<file path="src/rtl/spi_crc_rx_ctrl.sv">
// spi_crc_rx_ctrl
// Receive-side sequencer for the SPI slave CRC path. Gathers bytes from the
// SPI shift register into one packet of LEN_DATA payload bits plus an 8-bit
// CRC. It checks the payload with a bit-serial CRC-8, MSB of the payload
// first. It then offers the payload with a pass/fail flag on a valid/ready
// port and keeps a saturating count of CRC failures.
module spi_crc_rx_ctrl #(
   parameter int                LEN_DATA = 24,
   parameter int                LEN_CRC  = 8,
   parameter logic [LEN_CRC-1:0] POLY     = 8'h2F,
   parameter logic [LEN_CRC-1:0] CRC_INIT = 8'h00
) (
   input  logic                clk,
   input  logic                rst,
   input  logic                rx_frame_start,
   input  logic [7:0]          rx_byte,
   input  logic                rx_byte_valid,
   output logic                rx_ready,
   output logic                rx_overrun,
   output logic [LEN_DATA-1:0] pkt_data,
   output logic                pkt_crc_ok,
   output logic [LEN_CRC-1:0]  pkt_crc_calc,
   output logic                pkt_valid,
   input  logic                pkt_ready,
   output logic [7:0]          crc_err_cnt
);

   localparam int NBYTES = LEN_DATA / 8;
   localparam int CNT_W  = $clog2(NBYTES + 1);
   localparam int BIT_W  = $clog2(LEN_DATA);

   // Index of the CRC byte inside a packet; payload bytes come before it.
   localparam logic [CNT_W-1:0] CRC_BYTE = CNT_W'(NBYTES);
   localparam logic [BIT_W-1:0] BIT_TOP  = BIT_W'(LEN_DATA - 1);

   typedef enum logic [1:0] {
      ST_IDLE    = 2'd0,
      ST_COLLECT = 2'd1,
      ST_CALC    = 2'd2,
      ST_HOLD    = 2'd3
   } state_t;

   // One serial CRC step: shift left, fold in the polynomial on feedback.
   function automatic logic [LEN_CRC-1:0] crc_step(
      input logic [LEN_CRC-1:0] crc,
      input logic               d
   );
      logic fb;
      fb       = crc[LEN_CRC-1] ^ d;
      crc_step = {crc[LEN_CRC-2:0], 1'b0} ^ (fb ? POLY : {LEN_CRC{1'b0}});
   endfunction

   state_t              state_r;
   state_t              state_next_s;

   logic [CNT_W-1:0]    byte_cnt_r;
   logic [BIT_W-1:0]    bit_idx_r;
   logic [LEN_DATA-1:0] data_r;
   logic [LEN_CRC-1:0]  crc_rx_r;
   logic [LEN_CRC-1:0]  crc_r;

   logic                rx_ready_r;
   logic                rx_overrun_r;
   logic [LEN_DATA-1:0] pkt_data_r;
   logic                pkt_crc_ok_r;
   logic [LEN_CRC-1:0]  pkt_crc_calc_r;
   logic                pkt_valid_r;
   logic [7:0]          crc_err_cnt_r;

   logic                accept_s;
   logic                overrun_s;
   logic                calc_last_s;
   logic                handshake_s;
   logic                resync_s;
   logic [CNT_W-1:0]    eff_cnt_s;
   logic [LEN_CRC-1:0]  crc_next_s;
   logic                ready_next_s;

   // State register.
   always_ff @(posedge clk) begin
      if (rst) begin
         state_r <= ST_IDLE;
      end else begin
         state_r <= state_next_s;
      end
   end

   // Next-state logic.
   always_comb begin
      state_next_s = state_r;
      case (state_r)
         ST_IDLE: begin
            if (accept_s) begin
               state_next_s = ST_COLLECT;
            end else begin
               state_next_s = ST_IDLE;
            end
         end
         ST_COLLECT: begin
            if (accept_s && (eff_cnt_s == CRC_BYTE)) begin
               state_next_s = ST_CALC;
            end else if (accept_s) begin
               state_next_s = ST_COLLECT;
            end else if (rx_frame_start) begin
               // A bare frame start throws the partial packet away.
               state_next_s = ST_IDLE;
            end else begin
               state_next_s = ST_COLLECT;
            end
         end
         ST_CALC: begin
            if (calc_last_s) begin
               state_next_s = ST_HOLD;
            end else begin
               state_next_s = ST_CALC;
            end
         end
         ST_HOLD: begin
            if (handshake_s) begin
               state_next_s = ST_IDLE;
            end else begin
               state_next_s = ST_HOLD;
            end
         end
         default: begin
            state_next_s = ST_IDLE;
         end
      endcase
   end

   // Output / control decode from the current state.
   always_comb begin
      accept_s     = 1'b0;
      overrun_s    = 1'b0;
      calc_last_s  = 1'b0;
      handshake_s  = 1'b0;
      resync_s     = 1'b0;
      ready_next_s = 1'b0;
      crc_next_s   = crc_step(crc_r, data_r[bit_idx_r]);
      case (state_r)
         ST_IDLE, ST_COLLECT: begin
            accept_s = rx_byte_valid;
            // The frame start takes effect first, so a byte that arrives
            // with it becomes byte 0.
            resync_s = rx_frame_start | (state_r == ST_IDLE);
         end
         ST_CALC: begin
            overrun_s   = rx_byte_valid;
            calc_last_s = (bit_idx_r == {BIT_W{1'b0}});
         end
         ST_HOLD: begin
            overrun_s   = rx_byte_valid;
            handshake_s = pkt_valid_r & pkt_ready;
         end
         default: begin
            accept_s = 1'b0;
         end
      endcase
      if (resync_s) begin
         eff_cnt_s = {CNT_W{1'b0}};
      end else begin
         eff_cnt_s = byte_cnt_r;
      end
      if ((state_next_s == ST_IDLE) || (state_next_s == ST_COLLECT)) begin
         ready_next_s = 1'b1;
      end else begin
         ready_next_s = 1'b0;
      end
   end

   // Datapath: byte assembly, serial CRC, result latch and error count.
   always_ff @(posedge clk) begin
      if (rst) begin
         byte_cnt_r     <= {CNT_W{1'b0}};
         bit_idx_r      <= {BIT_W{1'b0}};
         data_r         <= {LEN_DATA{1'b0}};
         crc_rx_r       <= {LEN_CRC{1'b0}};
         crc_r          <= CRC_INIT;
         rx_ready_r     <= 1'b1;
         rx_overrun_r   <= 1'b0;
         pkt_data_r     <= {LEN_DATA{1'b0}};
         pkt_crc_ok_r   <= 1'b0;
         pkt_crc_calc_r <= {LEN_CRC{1'b0}};
         pkt_valid_r    <= 1'b0;
         crc_err_cnt_r  <= 8'h00;
      end else begin
         rx_ready_r   <= ready_next_s;
         rx_overrun_r <= overrun_s;
         case (state_r)
            ST_IDLE, ST_COLLECT: begin
               if (accept_s) begin
                  for (int i = 0; i < NBYTES; i++) begin
                     if (eff_cnt_s == CNT_W'(i)) begin
                        data_r[LEN_DATA-1-8*i -: 8] <= rx_byte;
                     end
                  end
                  if (eff_cnt_s == CRC_BYTE) begin
                     crc_rx_r  <= rx_byte;
                     bit_idx_r <= BIT_TOP;
                     crc_r     <= CRC_INIT;
                  end
                  byte_cnt_r <= eff_cnt_s + CNT_W'(1);
               end else if (resync_s) begin
                  byte_cnt_r <= {CNT_W{1'b0}};
               end
            end
            ST_CALC: begin
               crc_r     <= crc_next_s;
               bit_idx_r <= bit_idx_r - BIT_W'(1);
               if (calc_last_s) begin
                  pkt_data_r     <= data_r;
                  pkt_crc_calc_r <= crc_next_s;
                  pkt_crc_ok_r   <= (crc_next_s == crc_rx_r);
                  pkt_valid_r    <= 1'b1;
                  if ((crc_next_s != crc_rx_r) && (crc_err_cnt_r != 8'hFF)) begin
                     crc_err_cnt_r <= crc_err_cnt_r + 8'd1;
                  end
               end
            end
            ST_HOLD: begin
               if (handshake_s) begin
                  pkt_valid_r <= 1'b0;
                  byte_cnt_r  <= {CNT_W{1'b0}};
               end
            end
            default: begin
               byte_cnt_r <= {CNT_W{1'b0}};
            end
         endcase
      end
   end

   assign rx_ready     = rx_ready_r;
   assign rx_overrun   = rx_overrun_r;
   assign pkt_data     = pkt_data_r;
   assign pkt_crc_ok   = pkt_crc_ok_r;
   assign pkt_crc_calc = pkt_crc_calc_r;
   assign pkt_valid    = pkt_valid_r;
   assign crc_err_cnt  = crc_err_cnt_r;

endmodule
</file>
<file path="config.mk">
export PLATFORM = sky130hd
export DESIGN_NAME = spi_crc_rx_ctrl
export DESIGN_NICKNAME = d
export VERILOG_FILES = /design/src/rtl/spi_crc_rx_ctrl.sv
export SDC_FILE = /design/constraint.sdc
export NUM_CORES = 1
export LEC_CHECK = 0
export CORE_MARGIN = 10
export CORE_UTILIZATION = 35
export DETAILED_ROUTE_END_ITERATION = 10
export DONT_BUFFER_PORTS = 1
export GPL_TIMING_DRIVEN = 1
export PLACE_DENSITY = 0.55
export SLEW_MARGIN = 20
export SYNTH_ARGS = -nofsm -noshare
export SYNTH_HDL_FRONTEND = slang
export SYNTH_SLANG_ARGS = --single-unit
</file>
<file path="constraint.sdc">
create_clock -name clk -period 3.4 [get_ports clk]
set_clock_uncertainty 0.2 [all_clocks]
set_input_delay 0.17 -clock clk [delete_from_list [all_inputs] [get_ports clk]]
set_output_delay 0.17 -clock clk [all_outputs]
set_load 0.05 [all_outputs]
</file>
### Word-level counts from Yosys, hierarchy flattened

Index checks and enable logic that the tools add are counted.

| word-level totals | value |
|---|---|
| bits in latches | 0 |
| input port bits | 13 |
| memories kept | 0 |
| memory bits (writable) | 0 |
| register bits | 93 |
| word-level logic and storage cells | 88 |
| bits in read-only memories | 0 |
| output and inout port bits | 44 |

| operators by class | value |
|---|---|
| $mul | 0 |
| multiplexer cells | 28 |
| shifts and indexed selects | 0 |
| order comparisons | 1 |
| div/mod/pow operators | 0 |
| add/sub/neg operators | 3 |
| reduce and logical (&&, ||, !) cells | 22 |
| equal/unequal tests | 14 |
| bitwise operators | 5 |

Operators with widths:

| operator | number |
|---|---|
| 3-bit AND reduction | 7 |
| 8-bit two-way mux | 2 |
| 8-bit one-hot mux with 2 select lines | 1 |
| 1-bit two-way mux | 12 |
| 2-bit two-way mux | 5 |
| 5-bit two-way mux | 2 |
| 5-bit one-hot mux with 2 select lines | 1 |
| 8-bit by 1-bit adder with 8-bit output, second input constant | 1 |
| 2-bit == test, second input constant | 4 |
| 8-bit == test | 1 |
| 2-bit inequality test, second input constant | 4 |
| 8-bit inequality test | 1 |
| 8-bit inequality test, second input constant | 1 |
| 2-bit one-hot mux with 4 select lines | 1 |
| 8-bit by 6-bit bitwise XOR with 8-bit output | 1 |
| 2-bit by 1-bit == test with 1-bit output, second input constant | 3 |
| 2-bit logical NOT | 3 |
| 5-bit by 6-bit less-than comparator with 1-bit output, second input constant | 1 |
| 6-bit two-way mux | 1 |
| 2-bit nonzero test | 3 |
| 2-bit OR reduction | 3 |
| 1-bit binary-select mux with 5-bit select | 1 |
| 5-bit logical NOT | 1 |
| 5-bit by 1-bit subtractor with 5-bit output, second input constant | 1 |
| 10 further kinds | 12 |

### Logic depth before layout (Yosys ltp)

Gate-level depths: netlist of run 1.

| depth | value |
|---|---|
| depth after elaboration | 11 |
| depth in mapped cells | 10 |
| mapped depth without buffers | 8 |

### Least setup slack after synthesis of run 1

Ideal clock, no wire load.

| timing | value |
|---|---|
| kind | register to register |
| start | reg bit_idx_r[0] |
| end | reg crc_err_cnt_r[7], in the netlist crc_err_cnt[7] |
| slack | 0.761 ns |
| required time | 3.077 ns |
| data arrival time | 2.315 ns |
| setup time | 0.123 ns |
| buffers on the path | 1 |
| clock period less this slack | 2.639 ns |
| cell stages (with the launch flop) | 9 |
| cell sequence | dfxtp_1 > mux4_1 > mux2_2 > nand2_2 > o211ai_4 > xor2_4 > buf_6 > mux2i_1 > mux2_1 |

| between the ends | value |
|---|---|
| longest elaborated chain between the ends | 8 |
| elaborated cells on any way between the ends | 10 |
| those cells by class | eq/ne (1); mux (4); bitwise (2); reduce/logical (3) |

RTL lines:

| element | RTL line | RTL |
|---|---|---|
| start, declared | 57 | `logic [BIT_W-1:0] bit_idx_r;` |
| start signal, assigned | 175 | `bit_idx_r <= {BIT_W{1'b0}};` |
| start signal, assigned | 209 | `bit_idx_r <= bit_idx_r - BIT_W'(1);` |
| 1-bit binary-select mux with 5-bit select | 139 | `crc_next_s = crc_step(crc_r, data_r[bit_idx_r]);` |
| 1-bit two-way mux (implied by the code) | 139 |  |
| 1-bit bitwise XOR | 49 | `fb = crc[LEN_CRC-1] ^ d;` |
| 6-bit two-way mux | 50 | `crc_step = {crc[LEN_CRC-2:0], 1'b0} ^ (fb ? POLY : {LEN_CRC{1'b0}});` |
| 8-bit by 6-bit bitwise XOR with 8-bit output | 50 |  |
| 8-bit inequality test | 215 | `if ((crc_next_s != crc_rx_r) && (crc_err_cnt_r != 8'hFF)) begin` |
| 1-bit logical AND | 215 |  |
| 3-bit AND reduction (no line) * | n/a |  |
| end signal, assigned | 216 | `crc_err_cnt_r <= crc_err_cnt_r + 8'd1;` |
| end, declared | 68 | `logic [7:0] crc_err_cnt_r;` |

Mark *: on every way between the ends. The rest lies on a longest branch, timed or not. The select of a mux whose other input is x is not followed.
A chain may end at the register's enable or synchronous reset.

### Worst setup path after layout of run 1

| timing | value |
|---|---|
| start | reg bit_idx_r[0] |
| end | reg crc_err_cnt_r[0], in the netlist crc_err_cnt[0] |

Same word-level chain as after synthesis.

==> results.cfg, run 1 <==
[worst_hold_path]
min_path_type = primary input to register
worstHoldEndpoint = byte_cnt_r[1]
hold_depth = 2
hp-start = rst

[flow_run]
maxCapViolCount = 0

[cts]
clock_latency_ns = 0.34
tritoncts = yes
post_cts_resized = 0
numCtsBuffers = 9
clock_path_buffers = 2
cts-root-buf = clkbuf_16
clock_sinks = 93
ctsHtreeMaxLevel = 3
clkTransAtPathRegs_ns = 0.07

[synthesis]
yosysWarnings = 0
synthAdderAreaFrac_pct = 2.13
syn_area_um2 = 4120
synth-seq-cells = 93
synth.distinct_cells = 38
netlist_instances = 500
synth_top_family_by_area = simple AND/OR/NAND/NOR gates
synth-seq-area-share_pct = 45.2
synth_top_area_cell = dfxtp_1
synth-simple-area-share_pct = 24.8
synthMuxAreaShare_pct = 7.87
synth.avg_cell_area_um2 = 8.24
synth.top_cell.area_share_pct = 45.2
synth_xor_area_share_pct = 3.22
synth_compound_area_share_pct = 12.6
syn-num-nets = 520
yosys-top-cells-area = dfxtp_1 45%, nand2_1 11%, a21oi_1 8.5%
synth-edff-count = 0
synthArstFlopShare_pct = 0
ys.flop_type = dfxtp_1

[setup_path]
cp-end-kind = register
crit_buf_inv = 0
worst_path_largest_cell_delay_ns = 0.58
path_cells = mux4_1, mux2_2, nand2_2, o211ai_4, xor2_4, mux2i_1, mux2_1
r2r_cells = 7
r2r_slack_ns = 0.49
crit_family = multiplexers
worstSetupPathType = register to register
cp.depth = 7
critPathRequiredTime_ns = 3.43
startpoint_type = register
worstReg2RegStart = bit_idx_r[0]
worstPathArrival_ns = 2.94
cp_slowest_cell = mux4_1
r2r_end = crc_err_cnt[0]
cp_max_fo = 9

[placed_design]
dp_hpwl_mm = 7.07
gp_congestion = 0.831
port_buffers = 0

[power]
peakVddDrop_mv = 0.226
total_leakage_power_nw = 1.58
power_density_nw_per_um2 = 484

[global_route]
grt_overflow = 0
antenna_found_initial = 0
grt_max_degree = 102
grt_pass1_wl_mm = 17.1
track_usage_pct = 12.7
first_global_vias = 3285

[floorplan]
start_util_pct = 35.9
design.core.area_um2 = 11500
floorplan.rows = 39
die-width_um = 128
dieArea_um2 = 16500
fp.dieH_um = 128
pin_count = 57

[timing]
finalSetupViolations = 0
fin_tns_setup_ns = 0
slew_violations = 0
rsz0062_at_grt = no
fin_crit_sh_pct = 85.7
timing.fmax_mhz = 343
slew_headroom_pct = 50.8
finalCriticalPeriod_ns = 2.91
tightest_slew_ns = 0.736
hold_viol = 0

[final_layout]
fillers = 1146
drive_gt1_share_pct = 7.52
syn_to_final_growth_pct = 14.1
antenna_cells = 0
utilization_pct = 41.0
nNetsFinal = 520

[drt]
drc_errors = 0
viasPerCell = 5.13
antenna_left = 0
routed_wl_mm = 10.4
drt-initial-drc-count = 300
wl_per_cell_um = 16.0
vias = 3321
dr.pass1.iters = 5

[outcome]
status = finished clean
==> sequential cells by signal, summed over array words and instances, names as in the netlist, 2 cells and up <==
signal and count:
pkt_data 24, crc_rx_r 8, crc_r 8, data_r 24, state_r 2, crc_err_cnt 8, byte_cnt_r 2, bit_idx_r 5
pkt_crc_calc 8
==> synthesized netlist by cell type, types with 8 or more instances <==
library cell	n
nand2_1	116
dfxtp_1	93
a21oi_1	70
nand3_1	32
clkbuf_1	27
nor2_1	27
mux2i_1	17
nor2b_1	12
xnor2_1	11
nand4_1	10
inv_1	8
==> timing repair <==
item	in CTS	in global routing
hold buffers	12	0
buffers inserted	0	0
endpoints found under the hold margin	93	0
==> per-stage QoR <==
step / hold slack, ns / instances / setup WS, ns / instance area (um2) / total power [W]
floorplan: 0.106 / 500 / 0.761 / 4120 / 0.00117
global placement: 0.0539 / 620 / 0.571 / 4240 / 0.00116
detailed placement: 0.0600 / 620 / 0.503 / 4240 / 0.00116
CTS: 0.0247 / 648 / 0.477 / 4700 / 0.00230
global route: 0.0319 / 648 / 0.363 / 4700 / 0.00236
finish: 0.0400 / 648 / 0.487 / 4700 / 0.00227
==> worst reg2reg max path, stage by stage, from the launching register on <==
cell	delay, ns
dfxtp_1	0.45
mux4_1	0.58
mux2_2	0.28
nand2_2	0.09
o211ai_4	0.11
xor2_4	0.40
mux2i_1	0.35
mux2_1	0.35
==> cells in the final DEF (no fill, tap or decap), drive strengths merged, types with 3 or more instances in the layout <==
cell,synthesis,final
nand2,117,117
xnor2,11,11
nand3,34,34
nor2,27,27
nand4b,4,4
dfxtp,93,93
mux2,9,9
ha,7,7
and3,6,6
buf,7,12
inv,8,9
clkbuf,27,11
mux2i,17,17
nand2b,4,4
nand4,10,10
a211oi,7,7
nor3,6,6
a311oi,3,3
dlygate4sd3,0,11
nor2b,12,12
a21oi,70,70
o21ai,6,6
==> worst max path at each step <==
stage,endpoint,slack (ns),startpoint
after global placement,crc_err_cnt[0],0.57,bit_idx_r[0]
final,crc_err_cnt[0],0.49,bit_idx_r[0]
after floorplan,crc_err_cnt[7],0.76,bit_idx_r[0]
after detailed placement,crc_err_cnt[0],0.50,bit_idx_r[0]
after CTS,crc_err_cnt[0],0.48,bit_idx_r[0]
after global routing,crc_err_cnt[0],0.36,bit_idx_r[0]
==> metal layers <==
layer	global-route usage, %	up-vias	wire length (um)
li1	-	1703	-
met5	0	-	0
met3	4.64	4	815
met4	3.64	0	51
met2	20.0	68	4820
met1	15.9	1546	4680
==> logic make-up (layout without fill, tap and decap cells) <==
| family | after synthesis | after routing |
|---|---|---|
| and+or+nand+nor | 225 | 225 |
| muxes | 28 | 28 |
| adders and majority gates | 7 | 7 |
| xor gates and xnor gates | 13 | 13 |
| DFF | 93 | 93 |
| AOI/OAI and AO/OA | 92 | 92 |
| buffers and inverters | 42 | 47 |
==> report_power, final <==
group | internal, W | leakage (nW) | switching [W]
registers | 0.00110 | 0.751 | 0.00000802
logic | 0.0000253 | 0.670 | 0.0000467
clock network | 0.000666 | 0.156 | 0.000431
total | 0.00179 | 1.58 | 0.000485
==> area by class of cell <==
cell class | count | area [um2] | share of cell area, %
Multi-Input combinational cell | 365 | 2080 | 44.3
Inverter | 8 | 30.0 | 0.639
Clock buffer | 11 | 243 | 5.17
Tap cell | 143 | 179 | 3.81
Sequential cell | 93 | 1860 | 39.6
Timing Repair Buffer | 23 | 220 | 4.69
Clock inverter | 5 | 81.3 | 1.73
Note: power is estimated with default switching activity, not from simulation.
==> run 2: changes to the inputs <==
--- a/config.mk
+++ b/config.mk
@@ -6,11 +6,11 @@
 export NUM_CORES = 1
 export LEC_CHECK = 0
 export CORE_MARGIN = 10
-export CORE_UTILIZATION = 35
+export CORE_UTILIZATION = 30
 export DETAILED_ROUTE_END_ITERATION = 10
 export DONT_BUFFER_PORTS = 1
 export GPL_TIMING_DRIVEN = 1
-export PLACE_DENSITY = 0.55
+export PLACE_DENSITY = 0.5
 export SLEW_MARGIN = 20
 export SYNTH_ARGS = -nofsm -noshare
 export SYNTH_HDL_FRONTEND = slang
==> run 2 against run 1 <==
Against the previous run: die area rose by 14%; register-to-register slack improved by 0.10 ns; worst hold slack got worse by 0.025 ns; non-clock buffer count fell by 2; power rose by 2.4%; largest cell class unchanged; clock power rose by 5%; highest routed layer unchanged; sequential share of layout area fell by 0.37 points; maximum frequency rose by 3.5%; final area rose by 0.93%; largest power group is now the clock network.
==> results.cfg, run 2 (synthesized netlist as in run 1, its figures left out) <==
[placed_design]
dp_hpwl_mm = 7.47
port_buffers = 0
gp_congestion = 0.750

[drt]
vias = 3398
wl_per_cell_um = 16.0
routed_wl_mm = 10.9
viasPerCell = 5.00
antenna_left = 0
dr.pass1.iters = 4
drt-initial-drc-count = 153
drc_errors = 0

[global_route]
grt_max_degree = 102
grt_overflow = 0
antenna_found_initial = 0
track_usage_pct = 11.7
first_global_vias = 3344
grt_pass1_wl_mm = 17.6

[final_layout]
layout_common_cells = 116 x nand2_1, 93 x dfxtp_1, 70 x a21oi_1, 32 x nand3_1, 27 x nor2_1
final_common_cell = nand2_1
drive_gt1_share_pct = 7.16
syn_to_final_growth_pct = 15.1
nNetsFinal = 518

[flow_run]
maxCapViolCount = 0

[setup_path]
cp_max_fo = 8
path_cells = mux4_1, mux2_2, nand2_2, o211ai_4, xor2_4, mux2i_1, mux2_1
cp_slowest_cell = mux4_1
crit_family = multiplexers
startpoint_type = register
critPathRequiredTime_ns = 3.43
worst_path_largest_cell_delay_ns = 0.57
crit_buf_inv = 0
cp-end-kind = register
worstPathArrival_ns = 2.84
worstSetupPathType = register to register

[cts]
numCtsBuffers = 9
clock_path_buffers = 2
ctsHtreeMaxLevel = 3
cts-root-buf = clkbuf_16
clkTransAtPathRegs_ns = 0.06
cts_setup_buffers = 0
ctsHoldBuffers = 11
clock_sinks = 93
post_cts_resized = 0
tritoncts = yes
clock_latency_ns = 0.34

[floorplan]
design.core.area_um2 = 13300
floorplan.rows = 42
fp.dieH_um = 137
die-width_um = 137
pin_count = 57
dieArea_um2 = 18800
start_util_pct = 30.9

[timing]
rsz0062_at_grt = no
hold_viol = 0
timing.fmax_mhz = 355
fin_crit_sh_pct = 82.8
slew_violations = 0
finalCriticalPeriod_ns = 2.81
fin_tns_setup_ns = 0
whs_ns = 0.0148
finalSetupViolations = 0
tightest_slew_ns = 0.773
slew_headroom_pct = 48.4

[power]
power.switching_fraction_pct = 20.1
peakVddDrop_mv = 0.258
internal_power_w = 0.00186
seq_power_share_pct = 47.5
power.switching_w = 0.000468
power_density_nw_per_um2 = 491
share_comb_of_total_power_pct = 3.1
p_clk_share_pct = 49.5
total_leakage_power_nw = 1.58

[worst_hold_path]
min_path_type = primary input to register

[outcome]
status = finished clean
[run 2: area by class of cell]
| class | instances | area (um2) |
|---|---|---|
| flip-flops and latches | 93 | 1860 |
| well taps | 176 | 220 |
| clock buffers | 12 | 246 |
| inverters | 8 | 30.0 |
| clock inverters | 4 | 95.1 |
| repair buffers | 21 | 203 |
| multi-input cells | 365 | 2080 |
| fillers | 1420 | 8610 |
| diodes | 1 | 2.50 |
[run 2: worst paths after layout]
kind / depth (start not counted) / slack [ns] / endpoint / start
min: 2 / 0.01 / rx_overrun / rst
max reg2reg: 7 / 0.59 / crc_err_cnt[0] / bit_idx_r[0]
min reg2reg: 2 / 0.27 / crc_rx_r[2] / crc_rx_r[2]
max: 7 / 0.59 / crc_err_cnt[0] / bit_idx_r[0]
[run 2: power by group through the flow]
stage          combinational (W)  sequential, W  clock, W
2_1_floorplan          0.0000443        0.00113         0
3_3_place_gp           0.0000309        0.00113         0
3_5_place_dp           0.0000316        0.00113         0
4_1_cts                0.0000719        0.00111   0.00118
5_1_grt                0.0000783        0.00111   0.00123
6_report               0.0000714        0.00111   0.00115
[run 2: stage by stage]
stage                     util (%)  std cells  power, W  area, um2  worst slack (ns)
after floorplan                  -        500   0.00117       4120             0.761
after global placement        32.0        652   0.00116       4270             0.688
after detailed placement      32.0        652   0.00116       4270             0.616
after CTS                     35.5        679   0.00236       4740             0.588
after global routing          35.5        679   0.00241       4740             0.468
final                         35.5        680   0.00233       4740             0.586
[run 2: metal layers]
layer | vias up | global-route usage (%) | share of wire, %
met5 | - | 0 | 0
met4 | 0 | 4.27 | 1.7
met3 | 16 | 4.12 | 9.2
met2 | 91 | 18.7 | 46
met1 | 1587 | 14.3 | 43
li1 | 1704 | - | -
